`config.mk`:
```
export PLATFORM = sky130hd
export DESIGN_NAME = exec_unit_p
export DESIGN_NICKNAME = d
export VERILOG_FILES = /design/src/rtl/exec_unit_p.sv
export SDC_FILE = /design/constraint.sdc
export NUM_CORES = 1
export LEC_CHECK = 0
export CORE_MARGIN = 4
export CORE_UTILIZATION = 58
export CTS_CLUSTER_SIZE = 14
export DETAILED_ROUTE_END_ITERATION = 8
export MAX_ROUTING_LAYER = met4
export PLACE_DENSITY = 0.82
export REMOVE_ABC_BUFFERS = 1
export SLEW_MARGIN = 20
export SYNTH_ARGS = -nofsm -noshare
export SYNTH_HDL_FRONTEND = slang
export SYNTH_SLANG_ARGS = --single-unit
```
`constraint.sdc`:
```
create_clock -name clk -period 1.9 [get_ports clk]
set_input_delay 0.57 -clock clk [delete_from_list [all_inputs] [get_ports clk]]
set_output_delay 0.57 -clock clk [all_outputs]
set_load 0.01 [all_outputs]
```
`src/rtl/exec_unit_p.sv`:
```
// Single-issue execute unit: ALU, branch resolution and an optional iterative multiplier.
// Latency: 1 cycle for all ops; MUL takes WIDTH+1 cycles when EXEC_UNIT_P_MUL_EN is defined.
// Backpressure: valid/ready on both sides; results hold while out_ready=0, flush overrides everything.
//
// Optional feature macro: EXEC_UNIT_P_MUL_EN
//   defined   -> op 14 runs a shift-add multiplier (busy for WIDTH cycles)
//   undefined -> op 14 completes in one cycle with result 0 and ofl 1; busy is tied low
//
// Ports:
//   clk, rst_n           clock, asynchronous active-low reset
//   in_valid/in_ready    operation handshake
//   op, a, b, imm,       opcode, operands, sign-extended immediate,
//   pc_inc, use_imm,     incremented PC, immediate select,
//   br_type              branch kind (0 none, 1 BEQZ, 2 BNEZ, 3 BLTZ, 4 BGEZ, 5 JMP, 6 JR)
//   flush                drop in-flight work and refuse new work this cycle
//   out_valid/out_ready  result handshake
//   result, new_pc,      registered result and next PC,
//   taken, ofl           branch taken, signed overflow
//   busy                 multiplier iterating
module exec_unit_p #(
  parameter int WIDTH = 16
) (
  input  logic             clk,
  input  logic             rst_n,
  input  logic             in_valid,
  output logic             in_ready,
  input  logic [3:0]       op,
  input  logic [WIDTH-1:0] a,
  input  logic [WIDTH-1:0] b,
  input  logic [WIDTH-1:0] imm,
  input  logic [WIDTH-1:0] pc_inc,
  input  logic             use_imm,
  input  logic [2:0]       br_type,
  input  logic             flush,
  output logic             out_valid,
  input  logic             out_ready,
  output logic [WIDTH-1:0] result,
  output logic [WIDTH-1:0] new_pc,
  output logic             taken,
  output logic             ofl,
  output logic             busy
);

  localparam int SW  = $clog2(WIDTH);
  localparam int HW  = WIDTH / 2;
  localparam int CW  = $clog2(WIDTH + 1);
  localparam int MSB = WIDTH - 1;

  logic             out_valid_q, out_valid_d;
  logic [WIDTH-1:0] result_q, result_d;
  logic [WIDTH-1:0] new_pc_q, new_pc_d;
  logic             taken_q, taken_d;
  logic             ofl_q, ofl_d;

  logic [WIDTH-1:0] bp;
  logic [SW-1:0]    sh;
  logic [WIDTH-1:0] sum, diff, btr, alu_res;
  logic             cout, alu_ofl;
  logic             br_tk;
  logic [WIDTH-1:0] br_pc;

  logic             accept, is_mul, single_acc, mul_done;
  logic [WIDTH-1:0] mul_res, mul_pc;
  logic             mul_tk;

  assign bp          = use_imm ? imm : b;
  assign sh          = bp[SW-1:0];
  assign {cout, sum} = {1'b0, a} + {1'b0, bp};
  assign diff        = a - bp;

  always_comb begin
    btr = '0;
    for (int i = 0; i < WIDTH; i++) btr[i] = a[MSB-i];
  end

  // Rotates combine two shifts; a shift by WIDTH (sh == 0) yields zero, so the
  // rotate degenerates cleanly to the unshifted operand.
  always_comb begin
    alu_res = '0;
    alu_ofl = 1'b0;
    case (op)
      4'd0: begin
        alu_res = sum;
        alu_ofl = (a[MSB] == bp[MSB]) && (sum[MSB] != a[MSB]);
      end
      4'd1: begin
        alu_res = diff;
        alu_ofl = (a[MSB] != bp[MSB]) && (diff[MSB] != a[MSB]);
      end
      4'd2:  alu_res = a ^ bp;
      4'd3:  alu_res = a & ~bp;
      4'd4:  alu_res = (a << sh) | (a >> (WIDTH - int'(sh)));
      4'd5:  alu_res = a << sh;
      4'd6:  alu_res = (a >> sh) | (a << (WIDTH - int'(sh)));
      4'd7:  alu_res = a >> sh;
      4'd8:  alu_res = {{(WIDTH-1){1'b0}}, a == bp};
      4'd9:  alu_res = {{(WIDTH-1){1'b0}}, $signed(a) <  $signed(bp)};
      4'd10: alu_res = {{(WIDTH-1){1'b0}}, $signed(a) <= $signed(bp)};
      4'd11: alu_res = {{(WIDTH-1){1'b0}}, cout};
      4'd12: alu_res = btr;
      4'd13: alu_res = {a[HW-1:0], bp[HW-1:0]};
      4'd14: begin
`ifdef EXEC_UNIT_P_MUL_EN
        alu_ofl = 1'b0;
`else
        alu_ofl = 1'b1;
`endif
      end
      default: alu_res = bp;
    endcase
  end

  always_comb begin
    case (br_type)
      3'd1:       br_tk = (a == '0);
      3'd2:       br_tk = (a != '0);
      3'd3:       br_tk = a[MSB];
      3'd4:       br_tk = !a[MSB];
      3'd5, 3'd6: br_tk = 1'b1;
      default:    br_tk = 1'b0;
    endcase
    if (br_type == 3'd6)  br_pc = a + imm;
    else if (br_tk)       br_pc = pc_inc + imm;
    else                  br_pc = pc_inc;
  end

  assign in_ready   = !busy && (!out_valid_q || out_ready) && !flush;
  assign accept     = in_valid && in_ready;
  assign single_acc = accept && !is_mul;

`ifdef EXEC_UNIT_P_MUL_EN
  logic [CW-1:0]    cnt_q, cnt_d;
  logic [WIDTH-1:0] acc_q, acc_d;
  logic [WIDTH-1:0] mcand_q, mcand_d;
  logic [WIDTH-1:0] mplier_q, mplier_d;
  logic [WIDTH-1:0] mpc_q, mpc_d;
  logic             mtk_q, mtk_d;
  logic [WIDTH-1:0] acc_step;

  assign is_mul   = (op == 4'd14);
  assign busy     = (cnt_q != '0);
  assign acc_step = acc_q + (mplier_q[0] ? mcand_q : '0);
  // The last iteration's partial sum goes straight into the result register.
  assign mul_done = (cnt_q == CW'(1)) && !flush;
  assign mul_res  = acc_step;
  assign mul_tk   = mtk_q;
  assign mul_pc   = mpc_q;

  always_comb begin
    cnt_d    = cnt_q;
    acc_d    = acc_q;
    mcand_d  = mcand_q;
    mplier_d = mplier_q;
    mtk_d    = mtk_q;
    mpc_d    = mpc_q;
    if (flush) begin
      cnt_d = '0;
    end else if (accept && is_mul) begin
      cnt_d    = CW'(WIDTH);
      acc_d    = '0;
      mcand_d  = a;
      mplier_d = bp;
      mtk_d    = br_tk;
      mpc_d    = br_pc;
    end else if (busy) begin
      cnt_d    = cnt_q - CW'(1);
      acc_d    = acc_step;
      mcand_d  = {mcand_q[WIDTH-2:0], 1'b0};
      mplier_d = {1'b0, mplier_q[WIDTH-1:1]};
    end
  end

  always_ff @(posedge clk or negedge rst_n) begin
    if (!rst_n) begin
      cnt_q    <= '0;
      acc_q    <= '0;
      mcand_q  <= '0;
      mplier_q <= '0;
      mtk_q    <= 1'b0;
      mpc_q    <= '0;
    end else begin
      cnt_q    <= cnt_d;
      acc_q    <= acc_d;
      mcand_q  <= mcand_d;
      mplier_q <= mplier_d;
      mtk_q    <= mtk_d;
      mpc_q    <= mpc_d;
    end
  end
`else
  assign is_mul   = 1'b0;
  assign busy     = 1'b0;
  assign mul_done = 1'b0;
  assign mul_res  = '0;
  assign mul_tk   = 1'b0;
  assign mul_pc   = '0;
`endif

  always_comb begin
    out_valid_d = out_valid_q;
    result_d    = result_q;
    new_pc_d    = new_pc_q;
    taken_d     = taken_q;
    ofl_d       = ofl_q;
    if (flush) begin
      out_valid_d = 1'b0;
    end else if (single_acc) begin
      out_valid_d = 1'b1;
      result_d    = alu_res;
      new_pc_d    = br_pc;
      taken_d     = br_tk;
      ofl_d       = alu_ofl;
    end else if (mul_done) begin
      out_valid_d = 1'b1;
      result_d    = mul_res;
      new_pc_d    = mul_pc;
      taken_d     = mul_tk;
      ofl_d       = 1'b0;
    end else if (out_ready) begin
      out_valid_d = 1'b0;
    end
  end

  always_ff @(posedge clk or negedge rst_n) begin
    if (!rst_n) begin
      out_valid_q <= 1'b0;
      result_q    <= '0;
      new_pc_q    <= '0;
      taken_q     <= 1'b0;
      ofl_q       <= 1'b0;
    end else begin
      out_valid_q <= out_valid_d;
      result_q    <= result_d;
      new_pc_q    <= new_pc_d;
      taken_q     <= taken_d;
      ofl_q       <= ofl_d;
    end
  end

  assign out_valid = out_valid_q;
  assign result    = result_q;
  assign new_pc    = new_pc_q;
  assign taken     = taken_q;
  assign ofl       = ofl_q;

endmodule

```
==> metrics.log, run 1 <==
INFO  metric detailed_place.area = 12,900 sq um
INFO  metric netlist_area = 8510 sq um
INFO  metric buffer_ports.inserted = 112
INFO  metric clock-root-buffer = sky130_fd_sc_hd__clkbuf_16
INFO  metric post_cts.repair.setup_buffers = 73
INFO  metric cts-hold-fix-buffers = 0
INFO  metric post-synth-top-count-cell = sky130_fd_sc_hd__nand2_1
INFO  metric postSynthAreaPerCell = 6.80 sq um
INFO  metric synthArstFlopShare = 1.00
INFO  metric initial_core_util = 0.588
INFO  metric numCtsBuffers = 5
INFO  metric die_width = 129 microns
INFO  metric netlist_top_cells_area = sky130_fd_sc_hd__dfrtp_1 10%, sky130_fd_sc_hd__ha_1 9.7%, sky130_fd_sc_hd__nand2_1 7.7%, sky130_fd_sc_hd__a21oi_1 6.6%, sky130_fd_sc_hd__mux2i_1 6.6%
INFO  metric ys_top_cells_by_count = 174 x sky130_fd_sc_hd__nand2_1, 112 x sky130_fd_sc_hd__a21oi_1, 102 x sky130_fd_sc_hd__nor2_1, 102 x sky130_fd_sc_hd__o21ai_0, 66 x sky130_fd_sc_hd__ha_1
INFO  metric dominantRegCellSynth = sky130_fd_sc_hd__dfrtp_1
INFO  metric dp_hpwl = 40,200 microns
INFO  metric ys_ff_latch = 35
INFO  metric floorplan.rows = 44
INFO  metric syn_inst = 1,252
INFO  metric netlist.top_cell.by_area = sky130_fd_sc_hd__dfrtp_1
INFO  metric yosysSeqAreaShare = 0.103
INFO  metric synth_enable_flop_cells = 0
INFO  metric flow.stopped_at = clock tree synthesis
INFO  metric cts_buffer_depth = 2
INFO  metric result_of_the_run = did not finish
INFO  metric die_h = 129 microns
INFO  metric cts.sinks = 35
INFO  metric firstError = [ERROR DPL-0038] Utilization greater than 100%, impossible to legalize
INFO  metric synthesis.yosys.warnings = 0
INFO  metric cts_repair_resize_count = 421
INFO  metric place.gp.congestion = 1.34
INFO  metric netlist.area_leader.share = 0.103
INFO  metric yosys.cell_types.count = 83
INFO  metric ioPinCount = 114
INFO  metric number_of_levels_in_the_clock_h_tree = 2
==> kinds of logic after synthesis <==
family | after synthesis | share of synthesized area
muxes | 81 | 0.109
and+or+nand+nor | 474 | 0.258
adders and majority gates | 70 | 0.106
buffers and inverters | 134 | 0.0671
xor gates and xnor gates | 36 | 0.0401
other | 1 | 0.000441
AOI/OAI and AO/OA | 421 | 0.315
DFF | 35 | 0.103
==> stage by stage <==
| stage | worst slack (ns) | cells |
|---|---|---|
| floorplan | -3.53 | 1168 |
| global placement | -2.07 | 1904 |
| detailed placement | -2.29 | 1904 |
==> run 2: changes to the inputs <==
--- a/config.mk
+++ b/config.mk
@@ -6,11 +6,9 @@
 export NUM_CORES = 1
 export LEC_CHECK = 0
 export CORE_MARGIN = 4
-export CORE_UTILIZATION = 58
-export CTS_CLUSTER_SIZE = 14
+export CORE_UTILIZATION = 40
 export DETAILED_ROUTE_END_ITERATION = 8
-export MAX_ROUTING_LAYER = met4
-export PLACE_DENSITY = 0.82
+export PLACE_DENSITY_LB_ADDON = 0.15
 export REMOVE_ABC_BUFFERS = 1
 export SLEW_MARGIN = 20
 export SYNTH_ARGS = -nofsm -noshare
==> run 2 against run 1 <==
Against the previous run: the flow now finishes, with violations (negative setup slack); synthesized cell count stayed put; area after synthesis stayed put.
==> metrics.log, run 2 <==
INFO  metric result_of_the_run = complete, but fails checks
INFO  metric failed_checks = negative setup slack
INFO  metric detail_route.first_pass.iterations = 8
INFO  metric wl_per_cell = 26.3 microns
INFO  metric cts_buffer_depth = 2
INFO  metric postSynthAreaPerCell = 6.80 sq um
INFO  metric largest_incremental_delay_on_the_critical_path = 0.38 ns
INFO  metric buffer_ports.inserted = 112
INFO  metric depth_of_the_worst_register_to_register_path = 9
INFO  metric timing.fmax = 341 MHz
INFO  metric max-cap-violations = 0
INFO  metric cts.reportedPaths.clkPinSlew = 0.09 ns
INFO  metric setup_viol_count_final = 34
INFO  metric worstSetupStartpoint = use_imm
INFO  metric floorplan.rows = 53
INFO  metric dominantRegCellSynth = sky130_fd_sc_hd__dfrtp_1
INFO  metric crit_path_top_delay_cell = sky130_fd_sc_hd__or3_1
INFO  metric synthArstFlopShare = 1.00
INFO  metric critPathRequiredTime = 2.15 ns
INFO  metric r2r-end = result[9]
INFO  metric yosysSeqAreaShare = 0.103
INFO  metric synthXorXnorAreaFrac = 0.0401
INFO  metric ys_top_cells_by_count = 174 x sky130_fd_sc_hd__nand2_1, 112 x sky130_fd_sc_hd__a21oi_1, 102 x sky130_fd_sc_hd__nor2_1, 102 x sky130_fd_sc_hd__o21ai_0, 66 x sky130_fd_sc_hd__ha_1
INFO  metric worstPathMaxFanout = 3
INFO  metric layout.nets = 1,960
INFO  metric antenna_diode_count = 0
INFO  metric ir_drop = 0.387 mV
INFO  metric synth-compound-area-share = 0.315
INFO  metric yosys.cell_types.count = 83
INFO  metric first_global_vias = 13,326
INFO  metric rsz_0062_raised_after_global_routing = yes
INFO  metric cts-hold-fix-buffers = 0
INFO  metric wirelength_routed = 55,000 microns
INFO  metric timing_hold_violations_final = 0
INFO  metric tritoncts = done
INFO  metric most_common_cell_after_layout_fill_and_taps_aside = sky130_fd_sc_hd__buf_4
INFO  metric syn_inst = 1,252
INFO  metric number_of_levels_in_the_clock_h_tree = 2
INFO  metric final_antenna_net_count = 0
INFO  metric numCtsBuffers = 5
INFO  metric dp_hpwl = 38,800 microns
INFO  metric via_count = 13,570
INFO  metric worst_setup_path_endpoint = result[10]
INFO  metric areaGrowthSynthToFinish = 86.1%
INFO  metric crit_path_end_kind = register
INFO  metric fp.dieArea = 23,700 sq um
INFO  metric die_h = 154 microns
INFO  metric drtIter0Drc = 1,491
INFO  metric post-synth-top-count-cell = sky130_fd_sc_hd__nand2_1
INFO  metric cp_common_cell = sky130_fd_sc_hd__o31a_1
INFO  metric critical_path_class = primary input to register
INFO  metric synth-simple-area-share = 0.258
INFO  metric ys_ff_latch = 35
INFO  metric netlist_area = 8510 sq um
INFO  metric ioPinCount = 114
INFO  metric worst_r2r_startpoint = out_valid
INFO  metric clock-root-buffer = sky130_fd_sc_hd__clkbuf_16
INFO  metric dp_slack = -2.22 ns
INFO  metric min-delay-path-class = primary input to asynchronous set/reset pin
INFO  metric synth_enable_flop_cells = 0
INFO  metric grt_antenna_before_repair = 0
INFO  metric yosys.area_share.adder = 0.106
INFO  metric timing.final.ws_setup = -1.03 ns
INFO  metric clock_insertion_delay_worst_skew = 0.32 ns
INFO  metric worst_setup_path_start_kind = primary input
INFO  metric drcViolationCount = 0
INFO  metric shortest_period_the_worst_path_allows = 2.93 ns
INFO  metric core_area = 21,000 sq um
INFO  metric groute.usage.overall = 0.431
INFO  metric worstPathArrival = 3.18 ns
INFO  metric total_leakage_power = 6.97 nW
INFO  metric place.gp.congestion = 1.09
INFO  metric maximum_number_of_pins_on_one_net_before_global_route_repair = 36
INFO  metric netlist.area_leader.share = 0.103
INFO  metric cts.sinks = 35
INFO  metric clock_skew = 0.00882 ns
INFO  metric final_cell_mix = 432 x sky130_fd_sc_hd__buf_4, 163 x sky130_fd_sc_hd__nand2_1, 98 x sky130_fd_sc_hd__nor2_1, 77 x sky130_fd_sc_hd__a21oi_1, 72 x sky130_fd_sc_hd__buf_6
INFO  metric tightestPinTransition = 0.639 ns
INFO  metric drt-vias-per-instance = 6.50
INFO  metric die_width = 154 microns
INFO  metric power.density = 516 nW/um^2
INFO  metric synthesis.yosys.warnings = 0
INFO  metric initial_core_util = 0.406
INFO  metric timing.hold.ws = 0.251 ns
INFO  metric grt_pass1_wl = 79,300 microns
INFO  metric timing_max_transition_violations_final = 0
INFO  metric netlist.top_cell.by_area = sky130_fd_sc_hd__dfrtp_1
INFO  metric drive_gt1_frac = 0.458
INFO  metric fillCellCount = 1,518
INFO  metric relative_slew_margins = 0.569
INFO  metric critical_path.cell_chain = buf_12 -> mux2i_4 -> inv_4 -> ha_4 -> fa_2 -> nor3b_2 -> o31a_1 -> o31ai_2 -> buf_4 -> o311ai_2 -> or3_1 -> a21boi_1 -> o31a_1
INFO  metric synth_top_family_by_area = compound AO/OA/AOI/OAI gates
INFO  metric totalPowerFinal = 8.18 mW
INFO  metric post-route-period-util = 1.54
INFO  metric netlist_top_cells_area = sky130_fd_sc_hd__dfrtp_1 10%, sky130_fd_sc_hd__ha_1 9.7%, sky130_fd_sc_hd__nand2_1 7.7%, sky130_fd_sc_hd__a21oi_1 6.6%, sky130_fd_sc_hd__mux2i_1 6.6%
INFO  metric grt.overflow.total = 0
INFO  metric reg2reg_slack = -0.38 ns
INFO  metric synth_mux_area_frac = 0.109
[run 2: critical path: cells and delay by family]
kind / cells / cell delay, ns
buffers and inverters: 3 / 0.36
adder cells (fa/ha/maj): 2 / 0.50
AO/OA/AOI/OAI: 5 / 0.93
multiplexers: 1 / 0.29
AND/OR/NAND/NOR: 2 / 0.54
[run 2: layout make-up]
class                           instances  area [sq um]  area share
Timing Repair Buffer                  638          5630       0.356
Clock inverter                          2          12.5    0.000790
Multi-Input combinational cell       1083          8650       0.546
Tap cell                              275           344      0.0217
Clock buffer                            6           129     0.00814
Inverter                               50           195      0.0123
Sequential cell                        35           876      0.0553
[run 2: through the flow]
stage           util  cell area [sq um]  std cells  TNS, ns
2_1_floorplan      -               8130       1168   -71.75
3_3_place_gp   0.632              13200       2008   -57.33
3_5_place_dp   0.632              13200       2008   -58.49
4_1_cts        0.732              15300       2079   -22.61
5_1_grt        0.756              15800       2089   -27.09
6_report       0.756              15800       2089   -24.90
[run 2: power breakdown]
part	leakage (nW)	internal (mW)	switching (mW)
clock network	0.0669	0.491	0.510
registers	0.426	0.893	0.116
logic	6.47	3.02	3.15
total	6.97	4.40	3.78
[run 2: cell families after synthesis]
| group | Yosys count |
|---|---|
| AOI/OAI and AO/OA | 421 |
| and+or+nand+nor | 474 |
| adders and majority gates | 70 |
| other | 1 |
| DFF | 35 |
| buffers and inverters | 134 |
| xor gates and xnor gates | 36 |
| muxes | 81 |
[run 2: what timing repair did]
action	in CTS	in global routing
buffers inserted	64	19
pin swaps	153	101
endpoints found under the setup margin	35	36
resized for setup	508	117
gates cloned	4	0
[run 2: how the worst min path moves through the flow]
stage	from	to	slack (ns)	depth (start not counted)
after floorplan	rst_n	new_pc[0]	0.27	0
after global placement	new_pc[13]	new_pc[13]	0.46	2
after detailed placement	new_pc[5]	new_pc[5]	0.47	2
after CTS	rst_n	new_pc[2]	0.24	2
after global routing	rst_n	result[1]	0.27	2
final	rst_n	result[1]	0.25	2
[run 2: metal layers]
metal  track usage  vias up  part of all wire
li1              -     5779                 -
met1         0.520     6468              0.36
met2         0.690      980              0.44
met3         0.109      343              0.11
met4         0.262        0             0.085
met5             0        -                 0
No activity file was read; power rests on OpenSTA's default activity.
